## config.mk

```make
export PLATFORM = sky130hd
export DESIGN_NAME = rvc_mem_arb_5pl
export DESIGN_NICKNAME = d
export VERILOG_FILES = /design/src/rtl/rvc_mem_arb_5pl.sv
export SDC_FILE = /design/constraint.sdc
export NUM_CORES = 1
export LEC_CHECK = 0
export BUFFER_PORTS_ARGS = -buffer_cell sky130_fd_sc_hd__buf_2
export CAP_MARGIN = 20
export CORE_AREA = 2 2 106 108
export DETAILED_ROUTE_END_ITERATION = 8
export DIE_AREA = 0 0 108 110
export REMOVE_ABC_BUFFERS = 1
export SETUP_SLACK_MARGIN = 0.15
export SYNTH_ARGS = -nofsm -noshare
export SYNTH_HDL_FRONTEND = slang
export SYNTH_SLANG_ARGS = --single-unit
```

## constraint.sdc

```tcl
create_clock -name Clock -period 1.6 [get_ports Clock]
set_input_delay 0.08 -clock Clock [delete_from_list [all_inputs] [get_ports Clock]]
set_output_delay 0.08 -clock Clock [all_outputs]
set_load 0.01 [all_outputs]
```

## src/rtl/rvc_mem_arb_5pl.sv

```systemverilog
// Shares the single data-memory port between the core's Q103H load/store stage
// and a host debug/loader port, with a bounded-starvation guarantee for the host.
module rvc_mem_arb_5pl #(
  parameter int MAX_CORE_CONSEC = 4,
  parameter int CNT_W           = 4
) (
  input  logic        Clock,
  input  logic        Rst,
  input  logic        CoreReqQ103H,
  input  logic        CoreWrEnQ103H,
  input  logic [31:0] CoreAddrQ103H,
  input  logic [31:0] CoreWrDataQ103H,
  input  logic [3:0]  CoreByteEnQ103H,
  output logic        CoreStall,
  input  logic        HostReq,
  input  logic        HostWrEn,
  input  logic [31:0] HostAddr,
  input  logic [31:0] HostWrData,
  input  logic [3:0]  HostByteEn,
  output logic        HostAck,
  output logic [31:0] HostRdData,
  output logic [31:0] MemAddr,
  output logic [31:0] MemWrData,
  output logic [3:0]  MemByteEn,
  output logic        MemWrEn,
  output logic        MemRdEn,
  input  logic [31:0] MemRdData
);

  localparam logic [1:0] IDLE     = 2'd0;
  localparam logic [1:0] HOST_ACC = 2'd1;
  localparam logic [1:0] HOST_ACK = 2'd2;

  localparam logic [CNT_W-1:0] MAX_C = CNT_W'(MAX_CORE_CONSEC);

  logic [1:0]       state_q, state_d;
  logic [CNT_W-1:0] cnt_q, cnt_d;
  logic [31:0]      rd_q, rd_d;
  logic             wr_en;
  logic             core_grant;

  // Host accesses are word-aligned; the low address bits carry no meaning.
  logic unused_addr;
  assign unused_addr = ^HostAddr[1:0];

  always_comb begin
    state_d    = state_q;
    rd_d       = rd_q;
    MemAddr    = CoreAddrQ103H;
    MemWrData  = CoreWrDataQ103H;
    MemByteEn  = CoreByteEnQ103H;
    wr_en      = CoreReqQ103H & CoreWrEnQ103H;
    MemRdEn    = CoreReqQ103H & ~CoreWrEnQ103H;
    CoreStall  = 1'b0;
    core_grant = CoreReqQ103H;
    case (state_q)
      IDLE: begin
        if (HostReq && (!CoreReqQ103H || cnt_q == MAX_C)) state_d = HOST_ACC;
      end
      HOST_ACC: begin
        MemAddr    = {HostAddr[31:2], 2'b00};
        MemWrData  = HostWrData;
        MemByteEn  = HostWrEn ? HostByteEn : 4'hF;
        wr_en      = HostWrEn;
        MemRdEn    = ~HostWrEn;
        CoreStall  = CoreReqQ103H;
        core_grant = 1'b0;
        rd_d       = HostWrEn ? 32'h0 : MemRdData;
        state_d    = HOST_ACK;
      end
      // HostReq deliberately ignored here so the core always gets one slot.
      HOST_ACK: state_d = IDLE;
      default:  state_d = IDLE;
    endcase
  end

  always_comb begin
    cnt_d = cnt_q;
    if (!HostReq || (state_q == IDLE && state_d == HOST_ACC)) cnt_d = '0;
    else if (core_grant && cnt_q != MAX_C)                    cnt_d = cnt_q + 1'b1;
  end

  always_ff @(posedge Clock or posedge Rst) begin
    if (Rst) begin
      state_q <= IDLE;
      cnt_q   <= '0;
      rd_q    <= '0;
    end else begin
      state_q <= state_d;
      cnt_q   <= cnt_d;
      rd_q    <= rd_d;
    end
  end

  assign MemWrEn    = wr_en & ~Rst;
  assign HostAck    = (state_q == HOST_ACK);
  assign HostRdData = rd_q;

endmodule

```

* Word-level counts from Yosys, hierarchy flattened
Index checks and enable logic that the tools add are counted.
Operators by class: bitwise operators 6, add/subtract/negate cells 1, $lt $le $gt $ge 0, divide/modulo/power cells 0, reduce and logical (&&, ||, !) cells 9, $mul 0, eq/ne operators 5, shift-type cells 0, mux-type cells 13
Operators with widths (number):
- 2-to-1 mux 32 bit | 3
- 2-to-1 mux 4 bit | 4
- adder 4 x 1 -> 4 bit (second input constant) | 1
- == test 2 x 1 -> 1 bit (second input constant) | 2
- == test 4 x 3 -> 1 bit (second input constant) | 1
- 2-to-1 mux 1 bit | 4
- inequality test 4 x 3 -> 1 bit (second input constant) | 1
- one-hot mux 2 bit (2 select lines) | 1
- AND 1 bit | 3
- logical AND 1 bit | 3
- NOT 1 bit | 3
- == test 2 bit (second input constant) | 1
- logical NOT 1 bit | 2
- logical NOT 2 bit | 1
- logical OR 1 bit | 2
- 2-to-1 mux 2 bit | 1
- nonzero test 2 bit | 1
Storage, ports and cells: word-level logic and storage cells 37, RAM bits 0, memory bits (read-only) 0, input port bits 174, bits in latches 0, memories 0, register bits after elaboration 38

* Depth between registers and ports, before layout
Gate-level depths: netlist (run 1).
depth after elaboration 9, mapped depth 7, gate-level depth less buffers 5

* Worst setup path before layout (run 1)
Ideal clock, no wire load.
path type register to register, start register cnt_q[0], end register cnt_q[2], path buffers 0, period minus slack after synthesis 1.414 ns, arrival 1.290 ns, stages on the path, launching flop included 6, setup slack 0.186 ns, setup time 0.124 ns, path through dfrtp_1 > inv_1 > ha_1 > and3b_4 > a32o_1 > o31a_1
On the way: word-level cells in the longest chain between the ends 9, elaborated cells between the ends (all ways) 14, classes of those cells add/sub: 1; eq/ne: 3; mux: 4; reduce/logical: 6
RTL lines:
- start: declaration | RTL line 37 | logic [CNT_W-1:0] cnt_q, cnt_d;
- start signal: assignment | RTL line 90 | cnt_q <= cnt_d;
- == test 4 x 3 -> 1 bit | RTL line 58 | if (HostReq && (!CoreReqQ103H || cnt_q == MAX_C)) state_d = HOST_ACC;
- logical OR 1 bit | RTL line 58
- logical AND 1 bit | RTL line 58
- 2-to-1 mux 2 bit | RTL line 58
- one-hot mux 2 bit (2 select lines) | RTL line 56 | case (state_q)
- == test 2 x 1 -> 1 bit | RTL line 79 | if (!HostReq || (state_q == IDLE && state_d == HOST_ACC)) cnt_d = '0;
- logical AND 1 bit | RTL line 79
- logical OR 1 bit | RTL line 79
- 2-to-1 mux 4 bit / nonzero test 2 bit (equally long branches)
Several ways; a longest one is shown, not always the timed one. The select of a mux whose other input is x is not followed. A chain may end at the register's enable or synchronous reset.

* Final worst setup path (run 1)
start register state_q[1], end output MemAddr[17]
On the way: word-level cells in the longest chain between the ends 2
RTL lines:
- start: declaration | RTL line 36 | logic [1:0] state_q, state_d;
- start signal: assignment | RTL line 89 | state_q <= state_d;
- == test 2 x 1 -> 1 bit | RTL line 56
- 2-to-1 mux 32 bit | RTL line 56
- end: declaration | RTL line 22 | output logic [31:0] MemAddr,
Every way passes these cells.

==> results of run 1 <==
==> worst min-delay path, cell delays in order <==
cell and delay, ns:
buf_2 0.07, nand3b_1 0.06, nand2_1 0.06
==> layout by cell type, fill, tap and decap left out, drive strengths merged, types with 2 or more instances in the layout <==
| cell type | synthesis | layout |
|---|---|---|
| nand2b | 2 | 2 |
| nand3 | 2 | 2 |
| ha | 2 | 2 |
| bufinv | 0 | 2 |
| buf | 24 | 306 |
| a21oi | 5 | 5 |
| and2 | 3 | 3 |
| o31a | 2 | 2 |
| a31oi | 5 | 5 |
| dfrtp | 38 | 38 |
| nor3 | 2 | 2 |
| nor2 | 7 | 7 |
| nand2 | 255 | 255 |
| clkbuf | 4 | 7 |
| nand3b | 35 | 35 |
| inv | 10 | 11 |
==> final timing paths <==
| path | from | endpoint | slack, ns | cells past startpoint |
|---|---|---|---|---|
| worst max-delay path | state_q[1] | MemAddr[17] | 0.002 | 7 |
| worst min-delay path | MemRdData[30] | HostRdData[30] | 0.009 | 3 |
| worst max register to register | state_q[0] | HostRdData[14] | 0.15 | 8 |
| worst min register to register | HostRdData[9] | HostRdData[9] | 0.46 | 2 |
| max in group asynchronous | Rst | HostRdData[19] | 0.75 | 4 |
| min in group asynchronous | Rst | HostRdData[16] | 0.37 | 3 |
==> final cells by class <==
type	count	area, sq um
clock buffers	5	68.82
clock inverters	3	68.82
fillers	1082	5739
inverters	10	50.05
multi-input cells	331	1625
flip-flops and latches	38	950.9
well taps	140	175.2
repair buffers	310	2008
repair inverters	1	11.26
==> registers in the layout, summed over array words and instances, names as in the netlist <==
signal and flops:
state_q 2, cnt_q 4, HostRdData 32
==> report_power, final <==
| group | internal (mW) | switching, mW |
|---|---|---|
| logic | 0.923 | 1.01 |
| clock network | 0.625 | 0.376 |
| registers | 1.17 | 0.113 |
==> layer usage <==
layer,part of all wire,up-vias
met4,0.015,0
li1,-,1853
met2,0.50,199
met1,0.39,1710
met5,0,-
met3,0.093,17
==> cell families after synthesis <==
| family | synth area share |
|---|---|
| fa+ha+maj | 0.009366 |
| simple gates | 0.5002 |
| buf+inv | 0.08290 |
| compound gates | 0.05153 |
| flops | 0.3560 |
==> timing repair <==
action | 4_1_cts | 5_1_grt
endpoints found under the setup margin | 73 | 102
pin swaps | 7 | 31
gates cloned | 9 | 2
resized for setup | 35 | 37
hold buffers | 1 | 0
setup buffers | 12 | 5
endpoints found under the hold margin | 21 | 0
==> reports/qor.yml, run 1 <==
cts:
  cts_tree: "yes"
  ctsRootBufferMaster: "clkbuf_8"
  cts.sink_count: 38
  cts_made_buffers: 5
  cts_buffer_depth: 2
  clk_pin_slew_ns: 0.08
  worstSkewPairLatency_ns: 0.29
  htreeDepth: 2
layout:
  fin_cells: 838
  synthToLayoutAreaGrowth_pct: 85.62
  design_area_sq_um: 4959
  final_util: 0.4635
  antenna_cells: 0
  nets: 873
  layout-drive-gt1-share: 0.5143
synth:
  synth_seq_cells: 38
  netlist_top_cells_area: "nand2_1, dfrtp_1, nand3b_1"
  netlist_area_sq_um: 2671
  synth_edf_count: 0
  synth_top_cell_area_share: 0.3583
  ys.flop_type: "dfrtp_1"
  syn_avg_cell_area_sq_um: 6.563
  synth_largest_area_cell: "nand2_1"
  synth_most_common_cell: "nand2_1"
  yosys-top-cells-count: "nand2_1, dfrtp_1, nand3b_1, buf_2, inv_1"
  ys_seq_area_frac: 0.3560
  ys_types: 30
  postSynth.asyncResetShare: 1.000
  yosysWarnings: 0
  syn_inst: 407
route:
  drtIter0Drc: 170
  finalWirelength_um: 12240
  remaining_drc_errors: 0
  via_per_inst: 4.510
  detail_route.wl_per_cell_um: 14.61
  drt-pass1-iter-count: 4
  final_antenna_net_count: 0
  num_vias: 3779
sta:
  setup_viol: 0
  setup_ws_ns: 0.002106
  fmax_ghz: 0.6258
  tns_ns: 0
  whs_ns: 0.008664
  drv_slew: 0
  rsz0062_at_grt: "yes"
  tightest_slew_ns: 0.5926
  hold_viol_final: 0
  period_minus_slack_ns: 1.598
  min_period_over_period: 0.9987
  skew_ns: 0.004815
  relSlewSlack: 0.6049
critical_path:
  cp.required_ns: 1.52
  cp.arrival_ns: 1.52
  critPathMaxStageDelay_ns: 0.38
  cpMaxStageDelayCell: "dfrtp_1"
  crit_path_end_kind: "output port"
  critical_path.startpoint_type: "flip-flop"
  crit_family: "buffers and inverters"
  critPathMaxFanout: 8
  critPathKind: "reg -> out"
  path_cells: "nand2b_4 -> inv_12 -> buf_12 -> clkbuf_16 -> nand2_2 -> nand2_1 -> buf_2"
  worst-path-buf-inv: 4
grt:
  grt_max_degree: 39
  grt_first_pass_wirelength_um: 16970
  track_usage: 0.1853
  met2_usage: 0.3261
  grt_pass1_vias: 3350
  overflow: 0
  grt_busiest_layer: "met2"
  antenna_found_initial: 0
  grt.met3_usage: 0.04997
  grt_use_met1: 0.2261
die:
  start_util: 0.2497
  die_w_um: 108
  rows: 38
  fp.dieH_um: 110
  die-area_sq_um: 11880
  num_io_pins: 278
  core_sq_um: 10700
placed_design:
  gp_congestion: 0.7528
  dp_hpwl_um: 7725
  port_buffers: 275
  dp.cells: 802
  dpl-instance-area_sq_um: 4151
  place_ws_ns: 0.1068
pwr:
  p_per_area_nw_per_um2: 850.2
  p_leak_nw: 2.987
  vdd_ir_drop_max_mv: 0.4428
  total_power_mw: 4.216
status:
  status: "finished clean"
min_path:
  hold_class: "in -> reg"
job:
  maxCapViolCount: 0
Note: power is estimated with default switching activity, not from simulation.
==> run 2, diff against run 1 <==
==> constraint.sdc (replaced) <==
create_clock -name Clock -period 1.35 [get_ports Clock]
set_input_delay 0.0675 -clock Clock [delete_from_list [all_inputs] [get_ports Clock]]
set_output_delay 0.0675 -clock Clock [all_outputs]
set_load 0.01 [all_outputs]
==> reports/qor.yml, run 2 (synthesis results as in run 1) <==
critical_path:
  cpMaxStageDelayCell: "dfrtp_1"
  critPathMaxFanout: 7  # -1
  reg2reg_depth: 8  # unchanged
  critPathMaxStageDelay_ns: 0.41  # +0.03 ns
  r2r_end: "HostRdData[11]"
  critPathKind: "reg -> out"
  r2r-start: "state_q[0]"
  critical_path.startpoint_type: "flip-flop"
  crit_path_end_kind: "output port"
  crit_family: "buffers and inverters"
  cp.required_ns: 1.28  # -0.24 ns
  path_cells: "nand2b_4 -> clkinv_8 -> buf_12 -> buf_16 -> nand2_2 -> nand2_1 -> buf_2"
  worst-path-buf-inv: 4  # unchanged
  cp.arrival_ns: 1.53  # about the same
  r2r_slack_ns: -0.14  # -0.29 ns
pwr:
  vdd_ir_drop_max_mv: 0.5436  # +23%
  p_leak_nw: 3.127  # +4.7%
  p_per_area_nw_per_um2: 969.3  # +14%
sta:
  tightest_slew_ns: 0.4788  # -0.1139 ns
  fmax_ghz: 0.6278
  whs_ns: 0.005403  # -0.003261 ns
  min_period_over_period: 1.180
  setup_viol: 88  # +88
  setup_ws_ns: -0.2428  # -0.2449 ns
  skew_ns: 0.006668  # +0.001853 ns
  relSlewSlack: 0.6804  # +0.07544
  rsz0062_at_grt: "yes"
  tns_ns: -13.27  # -13.27 ns
  drv_slew: 0  # unchanged
  period_minus_slack_ns: 1.593
  hold_viol_final: 0  # unchanged
min_path:
  hp-start: "MemRdData[13]"
  hold_class: "in -> reg"
  holdPathStages: 3  # unchanged
  min_to: "HostRdData[13]"
placed_design:
  dpl-instance-area_sq_um: 4234  # +2.0%
  place_ws_ns: -0.06828  # -0.1751 ns
  gp_congestion: 0.7799  # +3.6%
  dp_hpwl_um: 8146  # +5.4%
  port_buffers: 275  # unchanged
layout:
  largest_reg_flops: 32  # unchanged
  nets: 897  # +2.7%
  antenna_cells: 0  # unchanged
  final_common_cell: "buf_2"
  design_area_sq_um: 5270  # +6.3%
  layout-drive-gt1-share: 0.5125  # -0.001861
  final_util: 0.4926  # +0.02912
  fillers: 1042  # -3.7%
  layout_common_cells: "buf_2, nand2_1, dfrtp_1"
  synthToLayoutAreaGrowth_pct: 97.28
cts:
  cts_tree: "yes"
  clk_pin_slew_ns: 0.08  # about the same
  ctsRootBufferMaster: "clkbuf_8"
  htreeDepth: 2  # unchanged
  cts.sink_count: 38  # unchanged
  cts_made_buffers: 5  # unchanged
  cts_buffer_depth: 2  # unchanged
  worstSkewPairLatency_ns: 0.29  # about the same
die:
  start_util: 0.2497  # unchanged
  rows: 38  # unchanged
  fp.dieH_um: 110  # unchanged
  core_sq_um: 10700  # unchanged
  num_io_pins: 278  # unchanged
  die-area_sq_um: 11880  # unchanged
  die_w_um: 108  # unchanged
grt:
  overflow: 0  # unchanged
  grt_max_degree: 55  # +41%
  grt_pass1_vias: 3407  # +1.7%
  antenna_found_initial: 0  # unchanged
  grt_first_pass_wirelength_um: 16310  # -3.9%
  track_usage: 0.1728  # -0.01245
route:
  final_antenna_net_count: 0  # unchanged
  remaining_drc_errors: 0  # unchanged
  detail_route.wl_per_cell_um: 13.89  # -4.9%
  drtIter0Drc: 199  # +17%
  num_vias: 3821  # +1.1%
  via_per_inst: 4.433  # -1.7%
  drt-pass1-iter-count: 5  # +1
  finalWirelength_um: 11980  # -2.2%
job:
  maxCapViolCount: 0  # unchanged
status:
  violations: "setup timing"
  status: "complete, but fails checks"
-- run 2: cell types whose count changed in the layout (fill, tap and decap cells not counted), moves of 2 or more --
cell / before / now
nand2_2: 20 / 18
buf_16: 9 / 4
a31oi_1: 5 / 3
buf_6: 11 / 22
nand2_4: 3 / 7
buf_12: 4 / 11
nor2_1: 2 / 4
nand2_1: 232 / 230
dlygate4sd3_1: 1 / 19
buf_2: 267 / 262
-- run 2: how the worst max path moves through the flow --
stage / from / endpoint / slack, ns / depth (start not counted)
2_1_floorplan: state_q[1] / MemRdEn / -0.81 / 4
3_3_place_gp: cnt_q[0] / cnt_q[2] / -0.01 / 5
3_5_place_dp: cnt_q[0] / cnt_q[2] / -0.07 / 5
4_1_cts: state_q[1] / MemByteEn[0] / -0.26 / 6
5_1_grt: state_q[1] / MemWrData[13] / -0.33 / 7
6_report: state_q[0] / MemWrData[23] / -0.24 / 7
-- run 2: metal layers --
layer / vias to the layer above / wire [um] / share of wire / global-route usage
met3: 11 / 1094 / 0.091 / 0.04821
li1: 1890 / - / - / -
met2: 177 / 6112 / 0.51 / 0.3046
met4: 0 / 94 / 0.0078 / 0.03938
met1: 1743 / 4673 / 0.39 / 0.2102
met5: - / 0 / 0 / 0
-- run 2: worst register-to-register path: cells and delay by family, from the launching register on --
family                 cells  cell delay (ns)
buffers and inverters      5             0.68
and+or+nand+nor            3             0.30
DFF                        1             0.41
-- run 2: cell type report --
class	instances	area, sq um	area share
sequential	38	950.9	0.1804
timing repair buffer	334	2260	0.4288
timing repair inverter	1	6.256	0.001187
tap	140	175.2	0.03324
clock buffer	5	68.82	0.01306
clock inverter	3	68.82	0.01306
inverter	10	50.05	0.009497
multi-input combinational	331	1690	0.3208
-- run 2: power by group --
group / internal (mW) / switching (mW) / leakage, nW / total, mW
Sequential: 1.39 / 0.138 / 0.494 / 1.53
Combinational: 1.18 / 1.20 / 2.56 / 2.38
Clock: 0.741 / 0.462 / 0.0683 / 1.20
Total: 3.31 / 1.80 / 3.13 / 5.11
-- run 2: what timing repair did --
item | CTS | global route
hold endpoints to repair | 35 | 0
gates cloned | 5 | 3
pin swaps | 20 | 61
endpoints found under the setup margin | 76 | 93
hold buffers | 19 | 0
setup buffers | 12 | 7
gates resized for setup | 32 | 56
-- run 2: stage by stage --
stage | power, mW | std cells
2_1_floorplan | 2.396 | 379
3_3_place_gp | 3.395 | 808
3_5_place_dp | 3.432 | 808
4_1_cts | 4.954 | 852
5_1_grt | 5.481 | 862
6_report | 5.108 | 862
==> run 3, diff against run 2 <==
--- a/config.mk
+++ b/config.mk
@@ -8,9 +8,9 @@
 export BUFFER_PORTS_ARGS = -buffer_cell sky130_fd_sc_hd__buf_2
 export CAP_MARGIN = 20
 export CORE_AREA = 2 2 106 108
+export CTS_CLUSTER_SIZE = 40
 export DETAILED_ROUTE_END_ITERATION = 8
 export DIE_AREA = 0 0 108 110
-export REMOVE_ABC_BUFFERS = 1
 export SETUP_SLACK_MARGIN = 0.15
 export SYNTH_ARGS = -nofsm -noshare
 export SYNTH_HDL_FRONTEND = slang
==> constraint.sdc (replaced) <==
create_clock -name Clock -period 1.5 [get_ports Clock]
set_input_delay 0.075 -clock Clock [delete_from_list [all_inputs] [get_ports Clock]]
set_output_delay 0.075 -clock Clock [all_outputs]
set_load 0.01 [all_outputs]
==> reports/qor.yml, run 3 (synthesis results as in run 1) <==
pwr:
  seqPwrFrac: 0.322  # +0.023
  total_power_mw: 4.254  # -17%
  p_clk_frac: 0.179  # -0.057
  switching_share: 0.3757  # +0.02273
  internal-power_mw: 2.656  # -20%
  comb_power_share: 0.499  # +0.033
  switching_power_mw: 1.598  # -11%
  p_per_area_nw_per_um2: 853.6  # -12%
  vdd_ir_drop_max_mv: 0.5804  # +6.8%
  p_leak_nw: 2.999  # -4.1%
status:
  status: "complete, but fails checks"
  violations: "setup timing"
sta:
  skew_ns: 0.007398  # +0.0007303 ns
  min_period_over_period: 1.086
  whs_ns: 0.006011  # +0.0006077 ns
  period_minus_slack_ns: 1.629
  setup_viol: 70  # -20%
  tns_ns: -4.781  # +8.484 ns
  relSlewSlack: 0.5990  # -0.08131
  hold_viol_final: 0  # unchanged
  rsz0062_at_grt: "yes"
  tightest_slew_ns: 0.6014  # +0.1227 ns
  drv_slew: 0  # unchanged
  fmax_ghz: 0.6139
  setup_ws_ns: -0.1289  # +0.1139 ns
critical_path:
  critPathKind: "reg -> out"
  path_cells: "nand2b_4 -> inv_8 -> buf_6 -> buf_16 -> a31oi_1 -> buf_2"
  cp.arrival_ns: 1.55  # +0.02 ns
  crit_path_end_kind: "output port"
  critical_path.startpoint_type: "flip-flop"
  cpMaxStageDelayCell: "dfrtp_1"
  cp.required_ns: 1.42  # +0.14 ns
  critPathMaxStageDelay_ns: 0.42  # about the same
  critPathMaxFanout: 12  # +5
die:
  num_io_pins: 278  # unchanged
  rows: 38  # unchanged
  start_util: 0.2497  # unchanged
  core_sq_um: 10700  # unchanged
  die_w_um: 108  # unchanged
  die-area_sq_um: 11880  # unchanged
  fp.dieH_um: 110  # unchanged
route:
  via_per_inst: 4.532  # +2.2%
  finalWirelength_um: 12970  # +8.3%
  drt-pass1-iter-count: 4  # -1
  remaining_drc_errors: 0  # unchanged
  drtIter0Drc: 276  # +39%
  final_antenna_net_count: 0  # unchanged
  num_vias: 3816  # -0.13%
  detail_route.wl_per_cell_um: 15.40  # +11%
placed_design:
  dp_hpwl_um: 8808  # +8.1%
  place_ws_ns: 0.05109  # +0.1194 ns
  dp.cells: 806  # -0.25%
  port_buffers: 275  # unchanged
  dpl-instance-area_sq_um: 4184  # -1.2%
  gp_congestion: 0.7782  # -0.22%
layout:
  nets: 877  # -2.2%
  synthToLayoutAreaGrowth_pct: 86.56
  layout-drive-gt1-share: 0.5028  # -0.009616
  antenna_cells: 0  # unchanged
  design_area_sq_um: 4984  # -5.4%
  fin_cells: 842  # -2.3%
  final_util: 0.4658  # -0.02678
  layout_common_cells: "buf_2, nand2_1, dfrtp_1"
  final_common_cell: "buf_2"
  largest_reg_flops: 32  # unchanged
grt:
  track_usage: 0.1838  # +0.01099
  antenna_found_initial: 0  # unchanged
  grt_pass1_vias: 3416  # +0.26%
  grt_first_pass_wirelength_um: 17250  # +5.8%
  grt_max_degree: 55  # unchanged
  overflow: 0  # unchanged
cts:
  htreeDepth: 2  # unchanged
  worstSkewPairLatency_ns: 0.29  # about the same
  cts_tree: "yes"
  ctsRootBufferMaster: "clkbuf_8"
  cts_made_buffers: 5  # unchanged
  cts.sink_count: 38  # unchanged
  cts_buffer_depth: 2  # unchanged
  clk_pin_slew_ns: 0.08  # about the same
synth:
  synth.net_count: 583
job:
  maxCapViolCount: 0  # unchanged
min_path:
  hold_class: "in -> reg"
-- run 3: changes by cell type in the layout (fill, tap and decap cells not counted), moves of 3 or more --
cell	before	now
buf_12	11	5
dlygate4sd3_1	19	1
clkbuf_16	3	6
nand2_4	7	1
nand2_1	230	236
-- run 3: worst max-delay path, delay by kind of cell, from the launching register on --
| family | cells | cell delay [ns] |
|---|---|---|
| buffers and inverters | 4 | 0.50 |
| DFF | 1 | 0.42 |
| AOI/OAI and AO/OA | 1 | 0.17 |
| and+or+nand+nor | 1 | 0.16 |
-- run 3: final timing paths --
kind,from,endpoint,slack [ns],cells after the start
worst max-delay path,state_q[0],MemByteEn[3],-0.13,6
worst min register to register,HostRdData[6],HostRdData[6],0.46,2
worst min-delay path,MemRdData[21],HostRdData[21],0.006,3
min in group asynchronous,Rst,cnt_q[1],0.46,4
max in group asynchronous,Rst,HostRdData[0],0.67,4
worst max register to register,state_q[0],cnt_q[3],0.03,7
-- run 3: per-layer routing --
metal	routed length, um	up-vias	global-route usage	share of wire
met4	170	0	0.04670	0.013
met1	5155	1759	0.2258	0.40
met3	1130	15	0.04292	0.087
li1	-	1864	-	-
met5	0	-	0	0
met2	6515	178	0.3252	0.50
-- run 3: power by group through the flow --
stage          combinational, mW  clock [mW]  sequential [mW]
2_1_floorplan              0.754           0             1.49
3_3_place_gp                1.67           0             1.39
3_5_place_dp                1.69           0             1.39
4_1_cts                     1.98       0.772             1.37
5_1_grt                     2.30       0.817             1.40
6_report                    2.12       0.760             1.37
-- run 3: final cells by class --
type / count / area [sq um]
clock inverter: 1 / 5.005
clock buffer: 7 / 86.33
tap: 140 / 175.2
sequential: 38 / 950.9
timing repair inverter: 1 / 8.758
timing repair buffer: 314 / 2113
inverter: 10 / 45.04
multi-input combinational: 331 / 1599
fill: 1054 / 5714
-- run 3: repair_timing --
item,in CTS,in global routing
hold endpoints to repair,38,0
cloned,6,7
pin swaps,17,4
hold buffers,1,0
buffers inserted,10,4
setup endpoints to repair,73,103
gates resized for setup,57,11
